File: config.mk
export PLATFORM = sky130hd
export DESIGN_NAME = iq_demap_serializer
export DESIGN_NICKNAME = d
export VERILOG_FILES = /design/src/rtl/iq_serial_pkg.sv /design/src/rtl/bit_strobe_gen.sv /design/src/rtl/iq_demap_serializer.sv
export SDC_FILE = /design/constraint.sdc
export NUM_CORES = 1
export LEC_CHECK = 0
export ABC_AREA = 1
export CORE_UTILIZATION = 32
export CTS_CLUSTER_SIZE = 30
export DETAILED_ROUTE_END_ITERATION = 10
export GPL_TIMING_DRIVEN = 0
export SYNTH_ARGS = -nofsm -noshare
export SYNTH_HDL_FRONTEND = slang
export SYNTH_HIERARCHICAL = 1
export SYNTH_SLANG_ARGS = --single-unit
File: constraint.sdc
create_clock -name clk_fs -period 1.5 [get_ports clk_fs]
set_clock_uncertainty 0.05 [all_clocks]
set_input_delay 0.375 -clock clk_fs [delete_from_list [all_inputs] [get_ports clk_fs]]
set_output_delay 0.375 -clock clk_fs [all_outputs]
set_load 0.01 [all_outputs]
File: src/rtl/iq_serial_pkg.sv
// Shared definitions for the IQ demap serializer: FSM states, bit-order modes
// and legal parameter limits.
package iq_serial_pkg;

  typedef enum logic {
    IDLE  = 1'b0,
    SHIFT = 1'b1
  } state_t;

  localparam logic MODE_BLOCK = 1'b0;
  localparam logic MODE_ALT   = 1'b1;

  localparam int W_MIN   = 1;
  localparam int W_MAX   = 4;
  localparam int DIV_MIN = 1;
  localparam int DIV_MAX = 16;

endpackage

File: src/rtl/bit_strobe_gen.sv
// Bit-period divider: counts 0..DIV-1 while enabled; tick marks the last cycle
// of a period, so the following cycle starts a new bit period.
module bit_strobe_gen
  import iq_serial_pkg::*;
#(
  parameter int DIV = 2
) (
  input  logic clk_fs,
  input  logic rst,
  input  logic en,
  output logic tick
);

  localparam int CW = (DIV > 1) ? $clog2(DIV) : 1;

  if (DIV < DIV_MIN || DIV > DIV_MAX) begin : g_bad_div
    $fatal(1, "bit_strobe_gen: DIV out of range");
  end

  logic [CW-1:0] cnt;

  assign tick = en && (cnt == CW'(DIV - 1));

  always_ff @(posedge clk_fs or posedge rst) begin
    if (rst) begin
      cnt <= '0;
    end else if (en) begin
      cnt <= tick ? '0 : cnt + 1'b1;
    end
  end

endmodule

File: src/rtl/iq_demap_serializer.sv
// Serializes I/Q decision bits onto one line, DIV clk_fs cycles per bit, with
// a one-deep pending slot in front of the shift register.
module iq_demap_serializer
  import iq_serial_pkg::*;
#(
  parameter int W   = 2,
  parameter int DIV = 2
) (
  input  logic         clk_fs,
  input  logic         rst,
  input  logic         mode,
  input  logic [W-1:0] sym_i,
  input  logic [W-1:0] sym_q,
  input  logic         sym_valid,
  output logic         sym_ready,
  input  logic         clr_ovr,
  output logic         bit_out,
  output logic         bit_valid,
  output logic         sym_first,
  output logic         overrun
);

  localparam int NB = 2 * W;
  localparam int BW = $clog2(NB);

  if (W < W_MIN || W > W_MAX) begin : g_bad_w
    $fatal(1, "iq_demap_serializer: W out of range");
  end

  // Output order is fixed at accept time so mode only matters when sampled.
  function automatic logic [NB-1:0] order_bits(input logic [W-1:0] i,
                                               input logic [W-1:0] q,
                                               input logic         m);
    logic [NB-1:0] r;
    r = '0;
    if (m == MODE_BLOCK) begin
      r = {i, q};
    end else begin
      for (int unsigned k = 0; k < W; k++) begin
        r[2*k+1] = i[k];
        r[2*k]   = q[k];
      end
    end
    return r;
  endfunction

  state_t        state;
  logic          pend_full;
  logic [NB-1:0] pend_bits;
  logic [NB-1:0] sreg;
  logic [BW-1:0] bcnt;
  logic          tick;
  logic          last_bit;
  logic          accept;
  logic          load;

  bit_strobe_gen #(.DIV(DIV)) u_div (
    .clk_fs (clk_fs),
    .rst    (rst),
    .en     (state == SHIFT),
    .tick   (tick)
  );

  assign sym_ready = ~pend_full;
  assign accept    = sym_valid && !pend_full;
  assign last_bit  = (bcnt == BW'(NB - 1));
  assign load      = pend_full && ((state == IDLE) || (tick && last_bit));

  always_ff @(posedge clk_fs or posedge rst) begin
    if (rst) begin
      state     <= IDLE;
      pend_full <= 1'b0;
      pend_bits <= '0;
      sreg      <= '0;
      bcnt      <= '0;
      bit_out   <= 1'b0;
      bit_valid <= 1'b0;
      sym_first <= 1'b0;
      overrun   <= 1'b0;
    end else begin
      bit_valid <= 1'b0;
      sym_first <= 1'b0;

      if (accept) begin
        pend_bits <= order_bits(sym_i, sym_q, mode);
        pend_full <= 1'b1;
      end else if (load) begin
        pend_full <= 1'b0;
      end

      if (sym_valid && pend_full) begin
        overrun <= 1'b1;
      end else if (clr_ovr) begin
        overrun <= 1'b0;
      end

      // Loading covers both IDLE start and gapless back-to-back continuation.
      if (load) begin
        state     <= SHIFT;
        bit_out   <= pend_bits[NB-1];
        sreg      <= pend_bits << 1;
        bcnt      <= '0;
        bit_valid <= 1'b1;
        sym_first <= 1'b1;
      end else if (state == SHIFT && tick) begin
        if (last_bit) begin
          state <= IDLE;
        end else begin
          bit_out   <= sreg[NB-1];
          sreg      <= sreg << 1;
          bcnt      <= bcnt + 1'b1;
          bit_valid <= 1'b1;
        end
      end
    end
  end

endmodule

==> impl_metrics.csv, run 1 <==
group,metric,value,unit
run_status,outcome,"finished, final reports clean",
cts,cts_max_level,1,
route,via_count,561,
global_routing,use_met3,0.0374,
place,routabilityCongestion,0.761,
global_routing,gr-total-overflow,0,
sta,min_period,1.37,ns
place,numPortBuffers,13,
route,drt.antenna.violating_nets,0,
sta,setup_viol,0,
global_routing,antenna_found_initial,0,
critical_path,crit_arrival,0.94,ns
sta,fmaxAchievable,730,MHz
logic_synthesis,async_flop_share,1.00,
cts,hold_buffers,0,
critical_path,crit_buf_inv,1,
final_layout,num-fill-cells,215,
critical_path,critical_path.max_fanout,2,
critical_path,crit_family,"flip-flops",
cts,cts_sinks,16,
final_layout,regArea,400,um2
logic_synthesis,synth_edf_count,0,
floorplan,fp.dieArea,2380,um2
route,drc,0,
sta,tightest_slew,0.597,ns
logic_synthesis,synth_largest_area_cell,"dfrtp_1",
critical_path,startpoint_type,"flip-flop",
place,dp_slack,-0.110,ns
pwr,switching_share,0.382,
critical_path,crit_chain,"dlygate4sd2_1",
pwr,power.switching,632,uW
pwr,pwr_density_cell,1840,nW/um2
cts,cts_tree,"yes",
logic_synthesis,syn-num-nets,95,
sta,hold-worst-slack,0.193,ns
floorplan,die_x,48.8,um
floorplan,ios,14,
logic_synthesis,synth_area_leaders,"dfrtp_1 (57%), nand2_1 (17%), inv_1 (8.0%)",
route,first_pass_iters,4,
route,vias_per_cell,4.32,
final_layout,n_antenna_cell,0,
cts,clkTransAtPathRegs,0.09,ns
critical_path,critPathMaxStageDelay,0.38,ns
final_layout,finalNetCount,114,
pwr,comb_power_share,0.397,
pwr,clockPowerShare,0.171,
final_layout,multi_input_area,235,um2
sta,rsz0062_at_grt,"no",
global_routing,grt_pass1_vias,527,
cts,clockBufferDepth,2,
cts,cts-root-buf,"clkbuf_4",
global_routing,grt.busiest_layer,"met2",
floorplan,die_height,48.8,um
final_layout,syn_to_final_growth,28.2,%
route,drt_iter0_drc,2,
logic_synthesis,synth.top_cell.area_share,0.571,
cts,cts_inserted_buffers,3,
sta,slew_headroom,0.602,
route,routed_wl,1230,um
cts,clk_latency,0.28,ns
pwr,intPower,1020,uW
global_routing,grt_max_degree,16,
worst_hold_path,hold_class,"input pin to asynchronous set/reset pin",
critical_path,critPathKind,"flip-flop to output port",
pwr,p_leak,0.000504,uW
logic_synthesis,yosysMostFrequentCell,"nand2_1",
logic_synthesis,yosysSeqAreaShare,0.571,
logic_synthesis,ys.flop_type,"dfrtp_1",
pwr,ir_drop,0.000823,V
final_layout,drive_above_1_share,0.0874,
logic_synthesis,yosysWarnings,6,
floorplan,initial_utilization,0.350,
critical_path,worstPathRequired,1.07,ns
flow_run,cap_violations,0,
route,wl_per_cell,9.44,um
logic_synthesis,synth_common_cells,"nand2_1 (32), dfrtp_1 (16), inv_1 (15)",
critical_path,slowest_stage,"dfrtp_1",
sta,period_share,0.913,
sta,setup_slack,0.130,ns
logic_synthesis,synthCells,85,
place,dp_hpwl,922,um
sta,hold_viol_final,0,
logic_synthesis,syn_area_per_cell,8.24,um2
floorplan,rows,16,
pwr,p_seq_frac,0.432,
floorplan,core,2000,um2
logic_synthesis,synth-seq-cells,16,
global_routing,globalRouteTotalUtil,0.123,
global_routing,met1_usage,0.163,
logic_synthesis,syn_area,701,um2
sta,maxSlewViolCount,0,
critical_path,worst_setup_path_end_kind,"output port",
global_routing,met2_usage,0.183,
global_routing,grt_first_pass_wirelength,2230,um
logic_synthesis,yosysUniqueCellTypes,14,
## cell type report
cell class                      count  share of cell area
Timing Repair Buffer               14               0.142
Tap cell                           27              0.0376
Buffer                              1             0.00557
Clock buffer                        4              0.0404
Inverter                           16              0.0669
Sequential cell                    16               0.446
Multi-Input combinational cell     52               0.262
## logic make-up after synthesis
kind of cell / count (synthesis) / synth area share
buf+inv: 17 / 0.0928
fa+ha+maj: 1 / 0.0179
compound gates: 6 / 0.0482
flops: 16 / 0.571
simple gates: 45 / 0.270
## power by group through the flow
| stage | logic [uW] | registers [uW] | clock network (uW) |
|---|---|---|---|
| CTS | 672 | 717 | 293 |
| finish | 656 | 715 | 283 |
| floorplan | 436 | 732 | 0 |
| global placement | 663 | 727 | 0 |
| global route | 760 | 738 | 316 |
| detailed placement | 682 | 737 | 0 |
## metal layers
| metal | wire length, um | vias to the layer above |
|---|---|---|
| li1 | - | 299 |
| met1 | 604 | 253 |
| met2 | 585 | 9 |
| met3 | 37 | 0 |
| met4 | 0 | 0 |
| met5 | 0 | - |
## repair_timing
action / 4_1_cts / 5_1_grt
endpoints found under the setup margin: 5 / 1
resized for setup: 5 / 2
buffers inserted: 1 / 0
## stage by stage
stage	std cells	utilization	setup TNS [ns]	cell area (um2)	power (uW)
2_1_floorplan	85	-	0	701	1170
3_5_place_dp	125	0.432	-0.456	865	1420
5_1_grt	130	0.449	0	898	1810
3_3_place_gp	125	0.432	-0.453	865	1390
6_report	130	0.449	0	898	1650
4_1_cts	130	0.451	0	902	1680
## layout by cell type (no fill, tap or decap), drive strengths merged
master / instances
a21oi: 1
buf: 2
clkbuf: 5
clkdlybuf4s50: 8
dfrtp: 16
dlygate4sd2: 4
ha: 1
inv: 16
nand2: 33
nand3: 8
nand4: 3
nor2: 1
o211ai: 1
o21ai: 3
o22ai: 1
## state kept, by name (all words and copies together), names as in the netlist
| name | flops |
|---|---|
| bcnt | 2 |
| bit_out | 1 |
| bit_valid | 1 |
| overrun | 1 |
| pend_bits | 4 |
| pend_full | 1 |
| sreg | 3 |
| state | 1 |
| sym_first | 1 |
| u_div/cnt | 1 |
## path summary, 6_finish.rpt
| path | from | endpoint | slack [ns] | cells past startpoint |
|---|---|---|---|---|
| min reg2reg | bit_out$_DFFE_PP0P_ | bit_out$_DFFE_PP0P_ | 0.43 | 2 |
| max | bit_out$_DFFE_PP0P_ | bit_out | 0.13 | 1 |
| max in group asynchronous | rst | overrun$_DFFE_PP0P_ | 0.59 | 2 |
| max reg2reg | bcnt[0]$_DFFE_PP0P_ | bcnt[1]$_DFFE_PP0P_ | 0.18 | 7 |
| min | rst | u_div/cnt$_DFFE_PP0P_ | 0.19 | 2 |
| min in group clk_fs | bit_out$_DFFE_PP0P_ | bit_out$_DFFE_PP0P_ | 0.43 | 2 |
(Power assumes the default switching activity.)
==> run 2: changes to the inputs <==
--- a/config.mk
+++ b/config.mk
@@ -6,6 +6,7 @@
 export NUM_CORES = 1
 export LEC_CHECK = 0
 export ABC_AREA = 1
+export CORE_MARGIN = 2
 export CORE_UTILIZATION = 32
 export CTS_CLUSTER_SIZE = 30
 export DETAILED_ROUTE_END_ITERATION = 10
@@ -14,3 +15,4 @@
 export SYNTH_HDL_FRONTEND = slang
 export SYNTH_HIERARCHICAL = 1
 export SYNTH_SLANG_ARGS = --single-unit
+export TNS_END_PERCENT = 1
==> impl_metrics.csv, run 2 (synthesis results as in run 1) <==
group,metric,value,unit
place,routabilityCongestion,0.765,
critical_path,regToRegStartpoint,"bcnt[0]$_DFFE_PP0P_",
floorplan,die_height,50.8,um
pwr,ir_drop,0.000794,V
sta,hold_viol_final,0,
place,placed_cells,125,
sta,maxSlewViolCount,0,
critical_path,crit_arrival,0.95,ns
final_layout,largest_reg_flops,4,
critical_path,crit_chain,"dlygate4sd2_1",
flow_run,cap_violations,0,
pwr,pwr_density_cell,1830,nW/um2
place,numPortBuffers,13,
global_routing,grt_pass1_vias,524,
route,vias_per_cell,4.38,
critical_path,worstPathRequired,1.07,ns
critical_path,crit_family,"flip-flops",
final_layout,final_common_cell,"nand2_1",
sta,hold-worst-slack,0.198,ns
sta,rsz0062_at_grt,"no",
critical_path,r2r_cells,7,
final_layout,n_antenna_cell,0,
cts,clk_latency,0.28,ns
place,dp_hpwl,886,um
final_layout,final_cells,130,
route,drt.antenna.violating_nets,0,
sta,min_period,1.37,ns
route,via_count,570,
global_routing,grt_max_degree,16,
sta,finalSetupTns,0,ns
global_routing,antenna_found_initial,0,
global_routing,grt_first_pass_wirelength,2120,um
critical_path,critPathKind,"flip-flop to output port",
critical_path,slowest_stage,"dfrtp_1",
sta,setup_viol,0,
floorplan,die_x,50.8,um
final_layout,syn_to_final_growth,28.2,%
worst_hold_path,hold_class,"input pin to asynchronous set/reset pin",
route,first_pass_iters,4,
cts,clockBufferDepth,2,
run_status,outcome,"finished, final reports clean",
final_layout,top_regs,"pend_bits: 4 flops, sreg: 3 flops, bcnt: 2 flops",
critical_path,startpoint_type,"flip-flop",
global_routing,globalRouteTotalUtil,0.113,
critical_path,critical_path.max_fanout,2,
final_layout,fin_util,0.444,
route,drc,0,
floorplan,rows,16,
floorplan,core,2020,um2
sta,fmaxAchievable,728,MHz
cts,cts-root-buf,"clkbuf_4",
floorplan,fp.dieArea,2580,um2
cts,clkTransAtPathRegs,0.09,ns
cts,hold_buffers,0,
critical_path,r2r_setup_slack,0.18,ns
route,wl_per_cell,9.23,um
pwr,p_leak,0.000504,uW
cts,cts_max_level,1,
critical_path,rr_endpoint,"bcnt[1]$_DFFE_PP0P_",
critical_path,crit_buf_inv,1,
floorplan,initial_utilization,0.347,
cts,cts_sinks,16,
route,drt_iter0_drc,4,
final_layout,finalNetCount,114,
critical_path,critPathMaxStageDelay,0.38,ns
sta,period_share,0.916,
critical_path,worst_setup_path_end_kind,"output port",
sta,tightest_slew,0.569,ns
cts,cts_inserted_buffers,3,
cts,cts_tree,"yes",
floorplan,ios,14,
global_routing,gr-total-overflow,0,
final_layout,top_register,"pend_bits",
route,routed_wl,1200,um
final_layout,drive_above_1_share,0.0874,
final_layout,layout_common_cells,"nand2_1 (32), dfrtp_1 (16), inv_1 (15)",
sta,slew_headroom,0.620,
run 2: cell counts in the layout (fill, tap and decap cells not counted):
No cell type changed its count.
run 2: power by group:
group          switching, uW  internal [uW]
logic                    397            258
clock network            132            148
registers               95.2            616
run 2: metrics by stage:
step	area [um2]	power, uW	worst slack [ns]
floorplan	701	1170	0.326
global placement	865	1390	-0.108
detailed placement	865	1410	-0.120
CTS	903	1680	0.0218
global route	898	1820	0.0353
finish	898	1650	0.126
run 2: metal layers:
layer / global-route usage / up-vias / part of all wire
met5: 0 / - / 0
met4: 0.0270 / 0 / 0
met3: 0.0625 / 0 / 0.064
met2: 0.180 / 12 / 0.48
met1: 0.133 / 258 / 0.46
li1: - / 300 / -
run 2: how the worst max path moves through the flow:
stage	from	end	slack, ns	depth (start not counted)
finish	overrun$_DFFE_PP0P_	overrun	0.13	1
global route	bcnt[0]$_DFFE_PP0P_	bcnt[1]$_DFFE_PP0P_	0.04	7
CTS	pend_full$_DFFE_PP0P_	sym_ready	0.02	2
detailed placement	sym_valid	pend_bits[1]$_DFFE_PP0P_	-0.12	6
global placement	sym_valid	pend_bits[1]$_DFFE_PP0P_	-0.11	6
floorplan	bcnt[0]$_DFFE_PP0P_	bcnt[1]$_DFFE_PP0P_	0.33	7
run 2: layout make-up:
| cell class | instances | area (um2) |
|---|---|---|
| plain buffers | 1 | 5.00 |
| clock buffers | 4 | 36.3 |
| fillers | 219 | 1120 |
| inverters | 16 | 60.1 |
| multi-input cells | 52 | 235 |
| flip-flops and latches | 16 | 400 |
| well taps | 27 | 33.8 |
| repair buffers | 14 | 128 |
run 2: repair_timing:
action / in CTS / in global routing
setup buffers: 1 / 0
gates resized for setup: 6 / 1
setup endpoints to repair: 5 / 1
==> run 3: changes to the inputs <==
--- a/config.mk
+++ b/config.mk
@@ -7,12 +7,12 @@
 export LEC_CHECK = 0
 export ABC_AREA = 1
 export CORE_MARGIN = 2
-export CORE_UTILIZATION = 32
+export CORE_UTILIZATION = 48
 export CTS_CLUSTER_SIZE = 30
 export DETAILED_ROUTE_END_ITERATION = 10
 export GPL_TIMING_DRIVEN = 0
+export PLACE_DENSITY = 0.75
 export SYNTH_ARGS = -nofsm -noshare
 export SYNTH_HDL_FRONTEND = slang
 export SYNTH_HIERARCHICAL = 1
 export SYNTH_SLANG_ARGS = --single-unit
-export TNS_END_PERCENT = 1
==> impl_metrics.csv, run 3 (synthesis results as in run 1) <==
group,metric,value,unit
sta,finalSetupTns,0,ns
critical_path,crit_buf_inv,1,
final_layout,largest_reg_flops,4,
critical_path,crit_family,"flip-flops",
floorplan,die_x,42.2,um
route,routed_wl,1240,um
critical_path,critPathKind,"flip-flop to output port",
global_routing,antenna_found_initial,0,
sta,tightest_slew,0.552,ns
pwr,pwr_density_cell,1890,nW/um2
sta,hold_viol_final,0,
floorplan,rows,13,
global_routing,grt_pass1_vias,555,
pwr,comb_power_share,0.399,
final_layout,final_common_cell,"nand2_1",
floorplan,fp.dieArea,1780,um2
critical_path,startpoint,"overrun$_DFFE_PP0P_",
critical_path,r2r_cells,7,
critical_path,r2r_setup_slack,0.17,ns
place,numPortBuffers,13,
final_layout,drive_above_1_share,0.0874,
critical_path,startpoint_type,"flip-flop",
route,wl_per_cell,10.5,um
run_status,outcome,"finished, final reports clean",
pwr,intPower,1020,uW
critical_path,worst_setup_path_end_kind,"output port",
cts,clockBufferDepth,2,
worst_hold_path,hold_class,"input pin to asynchronous set/reset pin",
floorplan,initial_utilization,0.525,
final_layout,layout_common_cells,"nand2_1 (32), dfrtp_1 (16), inv_1 (15)",
place,routabilityCongestion,0.719,
pwr,p_seq_frac,0.427,
sta,period_share,0.921,
cts,cts_max_level,1,
cts,cts-root-buf,"clkbuf_4",
global_routing,gr-total-overflow,0,
flow_run,cap_violations,0,
route,first_pass_iters,4,
route,via_count,583,
floorplan,core,1330,um2
cts,cts_tree,"yes",
sta,rsz0062_at_grt,"no",
cts,clk_latency,0.29,ns
final_layout,top_register,"pend_bits",
final_layout,syn_to_final_growth,26.1,%
cts,cts_sinks,16,
route,drt_iter0_drc,13,
pwr,p_leak,0.000504,uW
sta,min_period,1.38,ns
pwr,switching_share,0.386,
global_routing,grt_max_degree,16,
critical_path,critPathMaxStageDelay,0.38,ns
cts,cts_inserted_buffers,3,
critical_path,crit_arrival,0.96,ns
critical_path,worstPathRequired,1.07,ns
final_layout,n_antenna_cell,0,
pwr,ir_drop,0.00106,V
critical_path,critical_path.max_fanout,2,
pwr,clockPowerShare,0.174,
cts,hold_buffers,0,
pwr,power.switching,642,uW
sta,hold-worst-slack,0.183,ns
floorplan,die_height,42.2,um
critical_path,crit_chain,"dlygate4sd2_1",
route,drt.antenna.violating_nets,0,
cts,clkTransAtPathRegs,0.10,ns
critical_path,rr_endpoint,"sreg[2]$_DFFE_PP0P_",
sta,fmaxAchievable,724,MHz
global_routing,globalRouteTotalUtil,0.169,
pwr,finalPower,1670,uW
global_routing,grt_first_pass_wirelength,2280,um
critical_path,slowest_stage,"dfrtp_1",
final_layout,finalNetCount,114,
sta,slew_headroom,0.632,
sta,setup_viol,0,
floorplan,ios,14,
sta,maxSlewViolCount,0,
route,vias_per_cell,4.94,
final_layout,top_regs,"pend_bits: 4 flops, sreg: 3 flops, bcnt: 2 flops",
place,dp_hpwl,924,um
route,drc,0,
critical_path,regToRegStartpoint,"bcnt[0]$_DFFE_PP0P_",
## run 3: cell counts in the layout (fill, tap and decap cells not counted)
No cell type changed its count.
## run 3: worst register-to-register path: cells and delay by family (launching register included)
kind | cells | cell delay [ns]
adder cells (fa/ha/maj) | 1 | 0.23
flip-flops | 1 | 0.41
AND/OR/NAND/NOR | 5 | 0.40
buffers and inverters | 1 | 0.14
## run 3: timing repair
| action | 4_1_cts | 5_1_grt |
|---|---|---|
| resized for setup | 5 | 2 |
| endpoints found under the hold margin | 0 | 0 |
| setup buffers | 1 | 0 |
| cloned | 0 | 0 |
| setup endpoints to repair | 5 | 1 |
| pin swaps | 0 | 0 |
## run 3: power groups by stage
| stage | clock (uW) | sequential, uW | combinational [uW] |
|---|---|---|---|
| 3_3_place_gp | 0 | 727 | 657 |
| 6_report | 291 | 711 | 664 |
| 3_5_place_dp | 0 | 733 | 679 |
| 2_1_floorplan | 0 | 732 | 436 |
| 4_1_cts | 293 | 712 | 670 |
| 5_1_grt | 313 | 733 | 763 |
## run 3: how the worst max path moves through the flow
| stage | endpoint | slack [ns] | cells after the start |
|---|---|---|---|
| 2_1_floorplan | bcnt[1]$_DFFE_PP0P_ | 0.33 | 7 |
| 3_3_place_gp | pend_bits[1]$_DFFE_PP0P_ | -0.1 | 6 |
| 3_5_place_dp | pend_bits[1]$_DFFE_PP0P_ | -0.11 | 6 |
| 4_1_cts | sym_ready | 0.007 | 2 |
| 5_1_grt | sreg[2]$_DFFE_PP0P_ | 0.06 | 7 |
| 6_report | overrun | 0.12 | 1 |
## run 3: area by class of cell
cell class	instances	area, um2
fillers	129	450
well taps	15	18.8
inverters	16	60.1
flip-flops and latches	16	400
repair buffers	14	128
multi-input cells	52	235
plain buffers	1	5.00
clock buffers	4	36.3
## run 3: per-stage QoR
stage	setup WS (ns)	util	cell area, um2	std cells
detailed placement	-0.108	0.637	850	113
CTS	0.00736	0.665	887	118
floorplan	0.326	-	701	85
global route	0.0602	0.662	883	118
global placement	-0.0962	0.637	850	113
finish	0.119	0.662	883	118
## run 3: per-layer routing
metal | share of wire | global-route usage | up-vias
met2 | 0.49 | 0.280 | 18
li1 | - | - | 299
met3 | 0.044 | 0.0388 | 4
met1 | 0.44 | 0.209 | 262
met5 | 0 | 0 | -
met4 | 0.020 | 0.0750 | 0
